--- src/rtl/hazard_pkg.sv ---
// hazard_pkg: state encoding and shared width defaults for the hazard controller,
// decoder and pipeline registers.
package hazard_pkg;
    typedef enum logic {
        RUN  = 1'b0,
        WAIT = 1'b1
    } state_t;

    localparam int DEF_REG_W = 5;
    localparam int DEF_CNT_W = 32;
endpackage

--- src/rtl/perf_counter.sv ---
// perf_counter: wrapping event counter with synchronous clear taking priority over increment.
module perf_counter
    import hazard_pkg::*;
#(
    parameter int W = DEF_CNT_W
) (
    input  logic         i_clk,
    input  logic         i_rst_n,
    input  logic         i_inc,
    input  logic         i_clr,
    output logic [W-1:0] o_cnt
);
    logic [W-1:0] r_cnt;

    always_ff @(posedge i_clk or negedge i_rst_n)
        if (!i_rst_n)
            r_cnt <= '0;
        else
            r_cnt <= i_clr ? '0 : r_cnt + W'(i_inc);

    assign o_cnt = r_cnt;
endmodule

--- src/rtl/hazard_ctrl.sv ---
// hazard_ctrl: stall/flush controller for the 5-stage pipeline (mem wait > branch > load-use)
// with a memory-wait watchdog and performance counters.
module hazard_ctrl
    import hazard_pkg::*;
#(
    parameter int REG_W   = DEF_REG_W,
    parameter int CNT_W   = DEF_CNT_W,
    parameter int TIMEOUT = 255
) (
    input  logic             i_clk,
    input  logic             i_rst_n,
    input  logic [REG_W-1:0] i_id_rs1,
    input  logic [REG_W-1:0] i_id_rs2,
    input  logic             i_id_use_rs1,
    input  logic             i_id_use_rs2,
    input  logic [REG_W-1:0] i_ex_rd,
    input  logic             i_ex_memread,
    input  logic             i_ex_br_taken,
    input  logic             i_mem_busy,
    input  logic             i_cnt_clr,
    output logic             o_pc_stall,
    output logic             o_ifid_stall,
    output logic             o_ifid_flush,
    output logic             o_idex_stall,
    output logic             o_idex_flush,
    output logic             o_exmem_stall,
    output logic             o_memwb_flush,
    output logic             o_pc_redirect,
    output logic             o_mem_timeout,
    output logic             o_busy_state,
    output logic [CNT_W-1:0] o_cyc_cnt,
    output logic [CNT_W-1:0] o_stall_cnt,
    output logic [CNT_W-1:0] o_flush_cnt
);
    localparam logic [15:0] TO = 16'(TIMEOUT);

    state_t      r_state, w_state_nxt;
    logic [15:0] r_wait_cnt, w_wait_nxt;
    logic        r_timeout, w_timeout_nxt;
    logic        w_lu, w_frz, w_br, w_ld;

    assign w_lu = i_ex_memread && (i_ex_rd != '0) &&
                  ((i_id_use_rs1 && i_id_rs1 == i_ex_rd) || (i_id_use_rs2 && i_id_rs2 == i_ex_rd));

    // Gating with rst_n keeps every control at 0 while reset is held.
    assign w_frz = i_rst_n && i_mem_busy;
    assign w_br  = i_rst_n && !i_mem_busy && i_ex_br_taken;
    assign w_ld  = i_rst_n && !i_mem_busy && !i_ex_br_taken && w_lu;

    assign o_pc_stall    = w_frz || w_ld;
    assign o_ifid_stall  = w_frz || w_ld;
    assign o_ifid_flush  = w_br;
    assign o_idex_stall  = w_frz;
    assign o_idex_flush  = w_br || w_ld;
    assign o_exmem_stall = w_frz;
    assign o_memwb_flush = w_frz;
    assign o_pc_redirect = w_br;
    assign o_mem_timeout = r_timeout;
    assign o_busy_state  = (r_state == WAIT);

    always_ff @(posedge i_clk or negedge i_rst_n)
        if (!i_rst_n) begin
            r_state    <= RUN;
            r_wait_cnt <= '0;
            r_timeout  <= 1'b0;
        end else begin
            r_state    <= w_state_nxt;
            r_wait_cnt <= w_wait_nxt;
            r_timeout  <= w_timeout_nxt;
        end

    // The watchdog fires on the edge where the freshly loaded wait count reaches TIMEOUT.
    always_comb begin
        w_state_nxt   = i_mem_busy ? WAIT : RUN;
        w_wait_nxt    = !i_mem_busy ? 16'd0 : (r_state == RUN) ? 16'd1 :
                        (r_wait_cnt < TO) ? r_wait_cnt + 16'd1 : r_wait_cnt;
        w_timeout_nxt = !i_cnt_clr && (r_timeout || (i_mem_busy && w_wait_nxt == TO));
    end

    perf_counter #(.W(CNT_W)) u_cyc (
        .i_clk(i_clk), .i_rst_n(i_rst_n), .i_inc(1'b1), .i_clr(i_cnt_clr), .o_cnt(o_cyc_cnt)
    );
    perf_counter #(.W(CNT_W)) u_stall (
        .i_clk(i_clk), .i_rst_n(i_rst_n), .i_inc(o_pc_stall), .i_clr(i_cnt_clr), .o_cnt(o_stall_cnt)
    );
    perf_counter #(.W(CNT_W)) u_flush (
        .i_clk(i_clk), .i_rst_n(i_rst_n), .i_inc(o_ifid_flush), .i_clr(i_cnt_clr), .o_cnt(o_flush_cnt)
    );
endmodule
--- config.mk ---
export PLATFORM = sky130hd
export DESIGN_NAME = hazard_ctrl
export DESIGN_NICKNAME = d
export VERILOG_FILES = /design/src/rtl/hazard_pkg.sv /design/src/rtl/perf_counter.sv /design/src/rtl/hazard_ctrl.sv
export SDC_FILE = /design/constraint.sdc
export NUM_CORES = 1
export LEC_CHECK = 0
export CAP_MARGIN = 20
export CORE_AREA = 3 3 122 148
export CTS_BUF_LIST = sky130_fd_sc_hd__clkbuf_4 sky130_fd_sc_hd__clkbuf_8 sky130_fd_sc_hd__clkbuf_16
export CTS_CLUSTER_SIZE = 25
export DETAILED_ROUTE_END_ITERATION = 7
export DIE_AREA = 0 0 125 151
export GPL_TIMING_DRIVEN = 0
export REMOVE_ABC_BUFFERS = 1
export SLEW_MARGIN = 30
export SYNTH_ARGS = -nofsm -noshare
export SYNTH_HDL_FRONTEND = slang
export SYNTH_SLANG_ARGS = --single-unit
--- constraint.sdc ---
create_clock -name i_clk -period 3.6 [get_ports i_clk]
set_clock_uncertainty 0.2 [all_clocks]
set_input_delay 0.72 -clock i_clk [delete_from_list [all_inputs] [get_ports i_clk]]
set_output_delay 0.72 -clock i_clk [all_outputs]
set_load 0.02 [all_outputs]
# Yosys cells after proc, flatten, opt, wreduce, memory -nomap -nowiden
# Index checks and enable logic that the tools add are counted.
# W data, S select, Z words.
dict set report word_totals {
  register_bits 114
  input_bits 23
  out_inout_bits 106
}
dict set report op_classes {
  n_addsub 4
  n_lt_le_gt_ge 1
  n_eq_ne 3
  mux 7
  reduce_logical 19
}
# op n
set op_table {}
lappend op_table {{$mux W32} 3}
lappend op_table {{$add A32 B1 Y32} 2}
lappend op_table {{$mux W16} 3}
lappend op_table {{$add A32 B1 Y32 const B} 1}
lappend op_table {{$add A16 B1 Y16 const B} 1}
lappend op_table {{$eq A16 B8 Y1 const B} 1}
lappend op_table {{$lt A16 B8 Y1 const B} 1}
lappend op_table {{$logic_and A1 B1 Y1} 11}
lappend op_table {{$eq A5 B5 Y1} 2}
lappend op_table {{$reduce_bool A5 Y1} 1}
lappend op_table {{$logic_or A1 B1 Y1} 4}
lappend op_table {{$logic_not A1 Y1} 3}
lappend op_table {{$mux W1} 1}

# Longest topological paths before layout
# Gate-level depths: netlist of the first run.
dict set report depth {
  ltp_word 8
  mapped_depth 12
  ltp_nobuf 11
}

# By module
# A second synthesis of the first run with hierarchy kept.
dict set report hier_totals {
  cells_unflattened 615
  hier_area_um2 6019.5
}
# mod n_inst cells_per_inst area_each_um2
set modules_own_cells {}
lappend modules_own_cells {perf_counter 3 169 1640.3}
lappend modules_own_cells {hazard_ctrl 1 108 1098.6}

# Least setup slack after synthesis of the first run
# No wires, ideal clock.
dict set report synth_path {
  kind {in2reg}
  from {input i_ex_rd[1]}
  to {register u_stall.r_cnt[22], in the netlist u_stall.o_cnt[22]}
  setup_time_ns 0.132
  t_arrival_ns 3.061
  required_time_ns 3.268
  setup_slack_ns 0.207
  cell_stages 12
  path_buffers 1
  path_cell_list {xor2_1 > nor4_1 > and3_1 > o221ai_1 > nand2b_1 > ha_1 > and4_1 > nand4_1 > clkbuf_1 > nor3b_1 > xnor2_1 > nor2_1}
}
dict set report synth_via {
  elab_chain_cells 8
  word_cells_on_any_way 12
  cone_classes {1 x add/sub; 2 x eq/ne; 1 x mux; 8 x reduce/logical}
}
# element line
set synth_rtl {}
lappend synth_rtl {{from (decl)} hazard_ctrl.sv:16} ;# input logic [REG_W-1:0] i_ex_rd,
lappend synth_rtl {{$eq A5 B5 Y1} hazard_ctrl.sv:43} ;# ((i_id_use_rs1 && i_id_rs1 == i_ex_rd) || (i_id_use_rs2 && i_id_rs2 == i_ex_rd));
lappend synth_rtl {{$logic_and A1 B1 Y1} hazard_ctrl.sv:43}
lappend synth_rtl {{$logic_or A1 B1 Y1} hazard_ctrl.sv:43}
lappend synth_rtl {{$logic_and A1 B1 Y1 (*)} hazard_ctrl.sv:42} ;# assign w_lu = i_ex_memread && (i_ex_rd != '0) &&
lappend synth_rtl {{$logic_and A1 B1 Y1 (*)} hazard_ctrl.sv:48} ;# assign w_ld = i_rst_n && !i_mem_busy && !i_ex_br_taken && w_lu;
lappend synth_rtl {{$logic_or A1 B1 Y1 (*)} --}
lappend synth_rtl {{net o_ifid_stall} hazard_ctrl.sv:22} ;# output logic o_ifid_stall,
lappend synth_rtl {{$add A32 B1 Y32 (*)} perf_counter.sv:19} ;# r_cnt <= i_clr ? '0 : r_cnt + W'(i_inc);
lappend synth_rtl {{$mux W32 (*)} perf_counter.sv:19}
lappend synth_rtl {{to (signal assigned)} perf_counter.sv:19}
lappend synth_rtl {{to (decl)} perf_counter.sv:13} ;# logic [W-1:0] r_cnt;
# The timed path passes the listed nets; every way through them passes the cells marked *.

# Final worst setup path of the first run
dict set report layout_path {
  from {input i_id_rs2[1]}
  to {output o_pc_stall}
}
dict set report layout_via {
  elab_chain_cells 6
}
# element line
set layout_rtl {}
lappend layout_rtl {{from (decl)} hazard_ctrl.sv:13} ;# input logic [REG_W-1:0] i_id_rs2,
lappend layout_rtl {{$eq A5 B5 Y1} hazard_ctrl.sv:43}
lappend layout_rtl {{$logic_and A1 B1 Y1} hazard_ctrl.sv:43}
lappend layout_rtl {{$logic_or A1 B1 Y1} hazard_ctrl.sv:43}
lappend layout_rtl {{$logic_and A1 B1 Y1} hazard_ctrl.sv:42}
lappend layout_rtl {{$logic_and A1 B1 Y1} hazard_ctrl.sv:48}
lappend layout_rtl {{$logic_or A1 B1 Y1} hazard_ctrl.sv:50} ;# assign o_pc_stall = w_frz || w_ld;
lappend layout_rtl {{to (decl)} hazard_ctrl.sv:21} ;# output logic o_pc_stall,
# No other way between the ends.

==> results of run 1 <==
-- Yosys cell counts, types with 3 or more instances --
cell      instances  area, um^2
nor2_1           87         327
inv_1            17        63.8
nand2b_1          3        18.8
and3_1           18         113
nand3_1          32         160
buf_2             3        15.0
and4_1           11        96.3
and2_1            7        43.8
nand2_1          39         146
a21oi_1          16        80.1
ha_1              6        75.1
buf_1             5        18.8
nor4_1           17         106
xnor2_1          47         412
or3_1            16         100
nand4_1          23         144
dfrtp_1         114        2850
nor3_1           16        80.1
or4_1             8        60.1
nor2b_1          11        68.8
o21ai_0          17        85.1
xor2_1           41         359
buf_4             5        37.5
clkbuf_1         14        52.6
clkbuf_2          3        15.0
-- metal layers --
metal,part of all wire,GRT usage,vias to the layer above
li1,-,-,2359
met1,0.44,0.194,2438
met2,0.49,0.250,138
met3,0.060,0.0430,13
met4,0.014,0.0672,0
met5,0,0,-
-- state kept, by name, indices dropped and copies added (netlist names) --
signal         cells
u_cyc.o_cnt       32
u_flush.o_cnt     32
u_stall.o_cnt     32
r_wait_cnt        16
o_busy_state       1
o_mem_timeout      1
-- how the worst max path moves through the flow --
| stage | cells past startpoint | end | start | slack [ns] |
|---|---|---|---|---|
| 5_1_grt | 9 | o_pc_stall | i_id_rs2[1] | 0.02 |
| 4_1_cts | 15 | u_stall.o_cnt[25]$_DFF_PN0_ | i_ex_rd[4] | 0.003 |
| 2_1_floorplan | 11 | u_stall.o_cnt[28]$_DFF_PN0_ | i_ex_rd[1] | -0.18 |
| 3_3_place_gp | 10 | u_stall.o_cnt[31]$_DFF_PN0_ | i_rst_n | -4.96 |
| 6_report | 9 | o_pc_stall | i_id_rs2[1] | 0.14 |
| 3_5_place_dp | 11 | u_stall.o_cnt[28]$_DFF_PN0_ | i_rst_n | -1.15 |
-- critical path, stage by stage --
cell and delay (ns):
clkdlybuf4s50_1 0.42, xor2_1 0.15, nor4_1 0.27, and3_1 0.22, o221ai_2 0.13, nand2b_1 0.13
buf_4 0.14, buf_4 0.11, clkdlybuf4s15_2 0.25
-- area by class of cell --
class / instances / area (um^2)
fillers: 1599 / 8650
multi-input cells: 442 / 2830
flip-flops and latches: 114 / 2850
clock buffers: 21 / 480
clock inverters: 10 / 108
inverters: 17 / 63.8
repair buffers: 145 / 1530
well taps: 216 / 270
-- cells by family (layout without fill, tap and decap cells) --
| kind of cell | Yosys count | after routing | synth area share |
|---|---|---|---|
| AND/OR/NAND/NOR | 301 | 301 | 0.276 |
| flip-flops | 114 | 114 | 0.491 |
| XOR/XNOR | 88 | 88 | 0.133 |
| buffers and inverters | 47 | 193 | 0.0349 |
| AO/OA/AOI/OAI | 44 | 44 | 0.0466 |
| adder cells (fa/ha/maj) | 6 | 6 | 0.0129 |
| multiplexers | 3 | 3 | 0.00539 |
-- timing repair --
item | CTS | global route
gates cloned | 1 | 0
hold buffers | 0 | 3
endpoints found under the setup margin | 23 | 27
pin swaps | 3 | 8
hold endpoints to repair | 0 | 9
setup buffers | 6 | 5
gates resized for setup | 9 | 18
-- power groups by stage --
| stage | clock [mW] | combinational, mW | sequential [mW] |
|---|---|---|---|
| floorplan | 0 | 0.0326 | 1.33 |
| global placement | 0 | 0.138 | 1.32 |
| detailed placement | 0 | 0.149 | 1.32 |
| CTS | 1.71 | 0.157 | 1.30 |
| global route | 1.76 | 0.182 | 1.30 |
| finish | 1.66 | 0.164 | 1.30 |
==> out/results.txt, run 1 <==
status - completed
Clk Tree Root Cell - clkbuf_16
Syn Area/Cell - 9.63 um^2
Peak VDD IR - 0.254 mV
Seq cells post-synth - 114
R2R Path End - u_flush.o_cnt[30]$_DFF_PN0_
leakage - 3.38 nW
Pwr Density - 384 mW/mm^2
Core Area - 0.0168 mm^2
1st-pass router iterations - 4
fraction of layout cells with a size suffix above 1 - 0.0948
Inst Count DP - 919
period utilization - 0.962
CTS tree - built
pre-CTS setup slack - -1.15 ns
Hold Fails Final Rpt - 0
final core utilization - 0.485
CTS Buf Count - 17
Required @ worst endpoint - 2.68 ns
Clock power frac - 0.531
placed inst area - 0.00728 mm^2
fin area - 0.00814 mm^2
Vias/cell - 5.13
synth-to-layout area growth - 40.2%
fin cells - 965
Detailed Place HPWL - 9590 um
ys async rst share - 1.00
RSZ-0062 raised after global routing - no
Syn Inst Count - 603
Comb power frac - 0.052
# H-tree levels - 4
Post-Route WL - 14800 um
# DRC - 0
Tot GR Track Use - 0.154
hold crit path type - primary input to asynchronous set/reset pin
Setup CP Type - primary input to output port
CP startpoint kind - primary input
Post-Syn Area - 0.00580 mm^2
Clock Latency Late Sink - 0.40 ns
worst-margin pin slew - 0.719 ns
max cap viols - 0
commonest non-fill, non-tap cells in the layout - clkdlybuf4s50_1 (117), dfrtp_1 (114), nor2_1 (87), xnor2_1 (47), xor2_1 (41)
final RePlAce weighted congestion - 0.794
Reg power frac - 0.416
Layout Nets - 766
DRT antenna net count - 0
Top-Level Pins - 129
total global routing overflow - 0
clk sink count - 114
largest net degree at the start of global routing - 80
Max Fclk - 0.289 GHz
Sw Ratio - 0.218
critical path fanouts, max - 2
Clock Path Buffers - 2
die width - 125 um
first-pass GRT wire length - 23900 um
WL/cell - 15.3 um
Slew headroom - 0.519
Starting Density - 0.346
Buffers on Ports - 128
Synth cell types - 48
final hold slack - 0.0760 ns
most common cell after layout, fill and taps aside - clkdlybuf4s50_1
die span in y - 151 um
Via Count - 4948
path depth of the worst reg2reg path - 7
final worst slack - 0.137 ns
vias in the first global route - 4823
reg2reg setup slack - 1.09 ns
Slew Limit Fails - 0
overall power - 3.12 mW
Critical Path AT - 2.54 ns
row cnt - 52
post-synthesis sequential area ratio - 0.491
antenna violations before repair - 0
CP endpoint kind - output port
total internal power - 2.44 mW
Synth Flop Type - dfrtp_1
Ys Warns - 0
Final setup viols - 0
min Tclk post-route - 3.46 ns
net switching power - 681 uW
EDFF count, synth - 0
sum of negative setup slack - 0 ns
Die ar. - 0.0189 mm^2
Antenna Diode Count - 0
Critical R2R Launch - u_flush.o_cnt[0]$_DFF_PN0_
Initial DRC Count - 265
Reg clk slew, reported paths - 0.05 ns
Power figures use the tool's default switching activity.
==> inputs of run 2 (changes only) <==
--- a/config.mk
+++ b/config.mk
@@ -12,7 +12,6 @@
 export DETAILED_ROUTE_END_ITERATION = 7
 export DIE_AREA = 0 0 125 151
 export GPL_TIMING_DRIVEN = 0
-export REMOVE_ABC_BUFFERS = 1
 export SLEW_MARGIN = 30
 export SYNTH_ARGS = -nofsm -noshare
 export SYNTH_HDL_FRONTEND = slang
==> run 2 against run 1 <==
Net effect: setup slack worse by 0.053 ns; non-clock buffer count is 21 higher; clock power is 4% higher; combinational power is 5% lower; global-route usage is 0.98 points higher; core utilization is 0.089 points lower; critical path type is now primary input to register; largest cell class unchanged.
==> out/results.txt, run 2 (synthesis gave the netlist of run 1 again) <==
CTS tree - built
Setup CP Type - primary input to register
Detailed Place HPWL - 10400 um (+8.6%)
Peak VDD IR - 0.239 mV (-6.1%)
Clk Tree Root Cell - clkbuf_16
Comb power frac - 0.049 (-0.003)
CP max stage cell - clkdlybuf4s50_1
Hold Fails Final Rpt - 0 (unchanged)
Sw Ratio - 0.216 (-0.00235)
Reg clk slew, reported paths - 0.05 ns (about the same)
fill cell count - 1558 (-2.6%)
min Tclk post-route - 3.52 ns (+0.0529 ns)
Clock Path Buffers - 2 (unchanged)
CP endpoint kind - register
Max Fclk - 0.284 GHz (-1.5%)
DRT antenna net count - 0 (unchanged)
die span in y - 151 um (unchanged)
commonest non-fill, non-tap cells in the layout - clkdlybuf4s50_1 (122), dfrtp_1 (114), nor2_1 (86), xnor2_1 (47), xor2_1 (41)
CTS Buf Count - 17 (unchanged)
Slew Limit Fails - 0 (unchanged)
1st-pass router iterations - 4 (unchanged)
CP Cell Sequence - clkdlybuf4s50_1 > xor2_1 > nor4_1 > and3_1 > o221ai_2 > nand2b_1 > ha_2 > and4_4 > nand4_1 > buf_4 > nor3_1 > nand2_1 > mux2_2
overall power - 3.18 mW (+1.8%)
Die ar. - 0.0189 mm^2 (unchanged)
Via Count - 4935 (-0.26%)
Final setup viols - 0 (unchanged)
die width - 125 um (unchanged)
Antenna Diode Count - 0 (unchanged)
# H-tree levels - 4 (unchanged)
Tot GR Track Use - 0.164 (+0.00982)
most common cell after layout, fill and taps aside - clkdlybuf4s50_1
Clock Latency Late Sink - 0.42 ns (+0.02 ns)
Slew headroom - 0.505 (-0.0137)
Initial DRC Count - 356 (+34%)
final RePlAce weighted congestion - 0.916 (+15%)
Starting Density - 0.346 (unchanged)
Pwr Density - 392 mW/mm^2 (+2.0%)
CP startpoint kind - primary input
# DRC - 0 (unchanged)
status - completed
CP peak stage delay - 0.48 ns (+0.06 ns)
Clock power frac - 0.543 (+0.012)
Critical Path AT - 3.61 ns (+1.07 ns)
Top-Level Pins - 129 (unchanged)
critical path fanouts, max - 5 (+3)
hold_buf cts - 0 (unchanged)
period utilization - 0.977 (+0.0147)
net switching power - 686 uW (+0.68%)
first-pass GRT wire length - 24900 um (+4.4%)
total internal power - 2.49 mW (+2.1%)
Reg power frac - 0.408 (-0.008)
clk sink count - 114 (unchanged)
Core Area - 0.0168 mm^2 (unchanged)
leakage - 3.35 nW (-0.74%)
synth-to-layout area growth - 39.9%
row cnt - 52 (unchanged)
max cap viols - 0 (unchanged)
vias in the first global route - 4889 (+1.4%)
fraction of layout cells with a size suffix above 1 - 0.0973 (+0.00248)
Required @ worst endpoint - 3.70 ns (+1.02 ns)
WL/cell - 15.2 um (-0.64%)
placed inst area - 0.00739 mm^2 (+1.5%)
Worst Path Buf+Inv - 2 (-2)
antenna violations before repair - 0 (unchanged)
hold crit path type - primary input to asynchronous set/reset pin
worst-margin pin slew - 0.742 ns (+0.0232 ns)
Layout Nets - 787 (+2.7%)
total global routing overflow - 0 (unchanged)
Post-Route WL - 15000 um (+1.6%)
Top delay family on crit path - simple AND/OR/NAND/NOR gates
final core utilization - 0.484 (-0.000894)
Vias/cell - 5.00 (-2.5%)
fin area - 0.00812 mm^2 (-0.18%)
Buffers on Ports - 128 (unchanged)
largest net degree at the start of global routing - 62 (-23%)
Syn Nets - 632
-- run 2: changes by cell type in the layout (fill, tap and decap cells not counted), moves of 2 or more --
cell and delta:
dlymetal6s2s_1 -4, clkbuf_1 +12, clkbuf_2 +4, clkbuf_4 +3
buf_1 +5, buf_6 -2, buf_4 +3, clkdlybuf4s50_1 +5
buf_2 +3, buf_16 -2, dlygate4sd3_1 -2
-- run 2: path summary, 6_finish.rpt --
| path | slack, ns | from | to | depth (start not counted) |
|---|---|---|---|---|
| min in group i_clk | 0.30 | u_cyc.o_cnt[0]$_DFF_PN0_ | u_cyc.o_cnt[0]$_DFF_PN0_ | 1 |
| max in group asynchronous | 2.53 | i_rst_n | u_cyc.o_cnt[12]$_DFF_PN0_ | 2 |
| setup reg to reg | 1.15 | u_cyc.o_cnt[0]$_DFF_PN0_ | u_cyc.o_cnt[16]$_DFF_PN0_ | 6 |
| hold / removal | 0.03 | i_rst_n | r_wait_cnt[0]$_DFF_PN0_ | 1 |
| hold reg to reg | 0.30 | u_cyc.o_cnt[0]$_DFF_PN0_ | u_cyc.o_cnt[0]$_DFF_PN0_ | 1 |
| setup / recovery | 0.08 | i_ex_rd[3] | u_stall.o_cnt[28]$_DFF_PN0_ | 13 |
-- run 2: per-layer routing --
metal / up-vias / share of wire / global-route usage
met2: 130 / 0.47 / 0.261
met5: - / 0 / 0
met4: 0 / 0.016 / 0.0531
met1: 2382 / 0.46 / 0.217
li1: 2402 / - / -
met3: 21 / 0.049 / 0.0480
-- run 2: cell type report --
cell class	count	area, um^2	share of cell area
flip-flops and latches	114	2850	0.351
multi-input cells	442	2810	0.346
repair buffers	136	1370	0.168
clock buffers	22	475	0.0586
well taps	216	270	0.0333
plain buffers	30	150	0.0185
clock inverters	10	133	0.0163
inverters	17	63.8	0.00786
-- run 2: timing repair --
action                                 in CTS  in global routing
endpoints found under the hold margin       0                  0
pin swaps                                   1                  5
buffers inserted                            4                  3
setup endpoints to repair                  21                 27
gates resized for setup                     7                 15
-- run 2: through the flow --
step / instances / hold WS [ns] / TNS [ns] / worst slack, ns
global route: 987 / 0.0513 / -0.00842 / -0.00842
finish: 987 / 0.0303 / 0 / 0.0837
global placement: 947 / 0.285 / -621.07 / -4.48
floorplan: 603 / 0.224 / 0 / 0.207
detailed placement: 948 / 0.289 / -13.11 / -0.713
CTS: 984 / 0.0401 / 0 / 0.0164
-- run 2: power groups by stage --
stage / registers (mW) / clock network, mW / logic (mW)
finish: 1.30 / 1.73 / 0.155
global route: 1.30 / 1.83 / 0.173
CTS: 1.30 / 1.76 / 0.158
detailed placement: 1.32 / 0 / 0.157
global placement: 1.32 / 0 / 0.151
floorplan: 1.33 / 0 / 0.0523
==> inputs of run 3 (changes only) <==
--- a/config.mk
+++ b/config.mk
@@ -5,7 +5,7 @@
 export SDC_FILE = /design/constraint.sdc
 export NUM_CORES = 1
 export LEC_CHECK = 0
-export CAP_MARGIN = 20
+export CAP_MARGIN = 10
 export CORE_AREA = 3 3 122 148
 export CTS_BUF_LIST = sky130_fd_sc_hd__clkbuf_4 sky130_fd_sc_hd__clkbuf_8 sky130_fd_sc_hd__clkbuf_16
 export CTS_CLUSTER_SIZE = 25
==> results of run 3 <==
Final layout, timing and power as in run 2 (identical DEF).
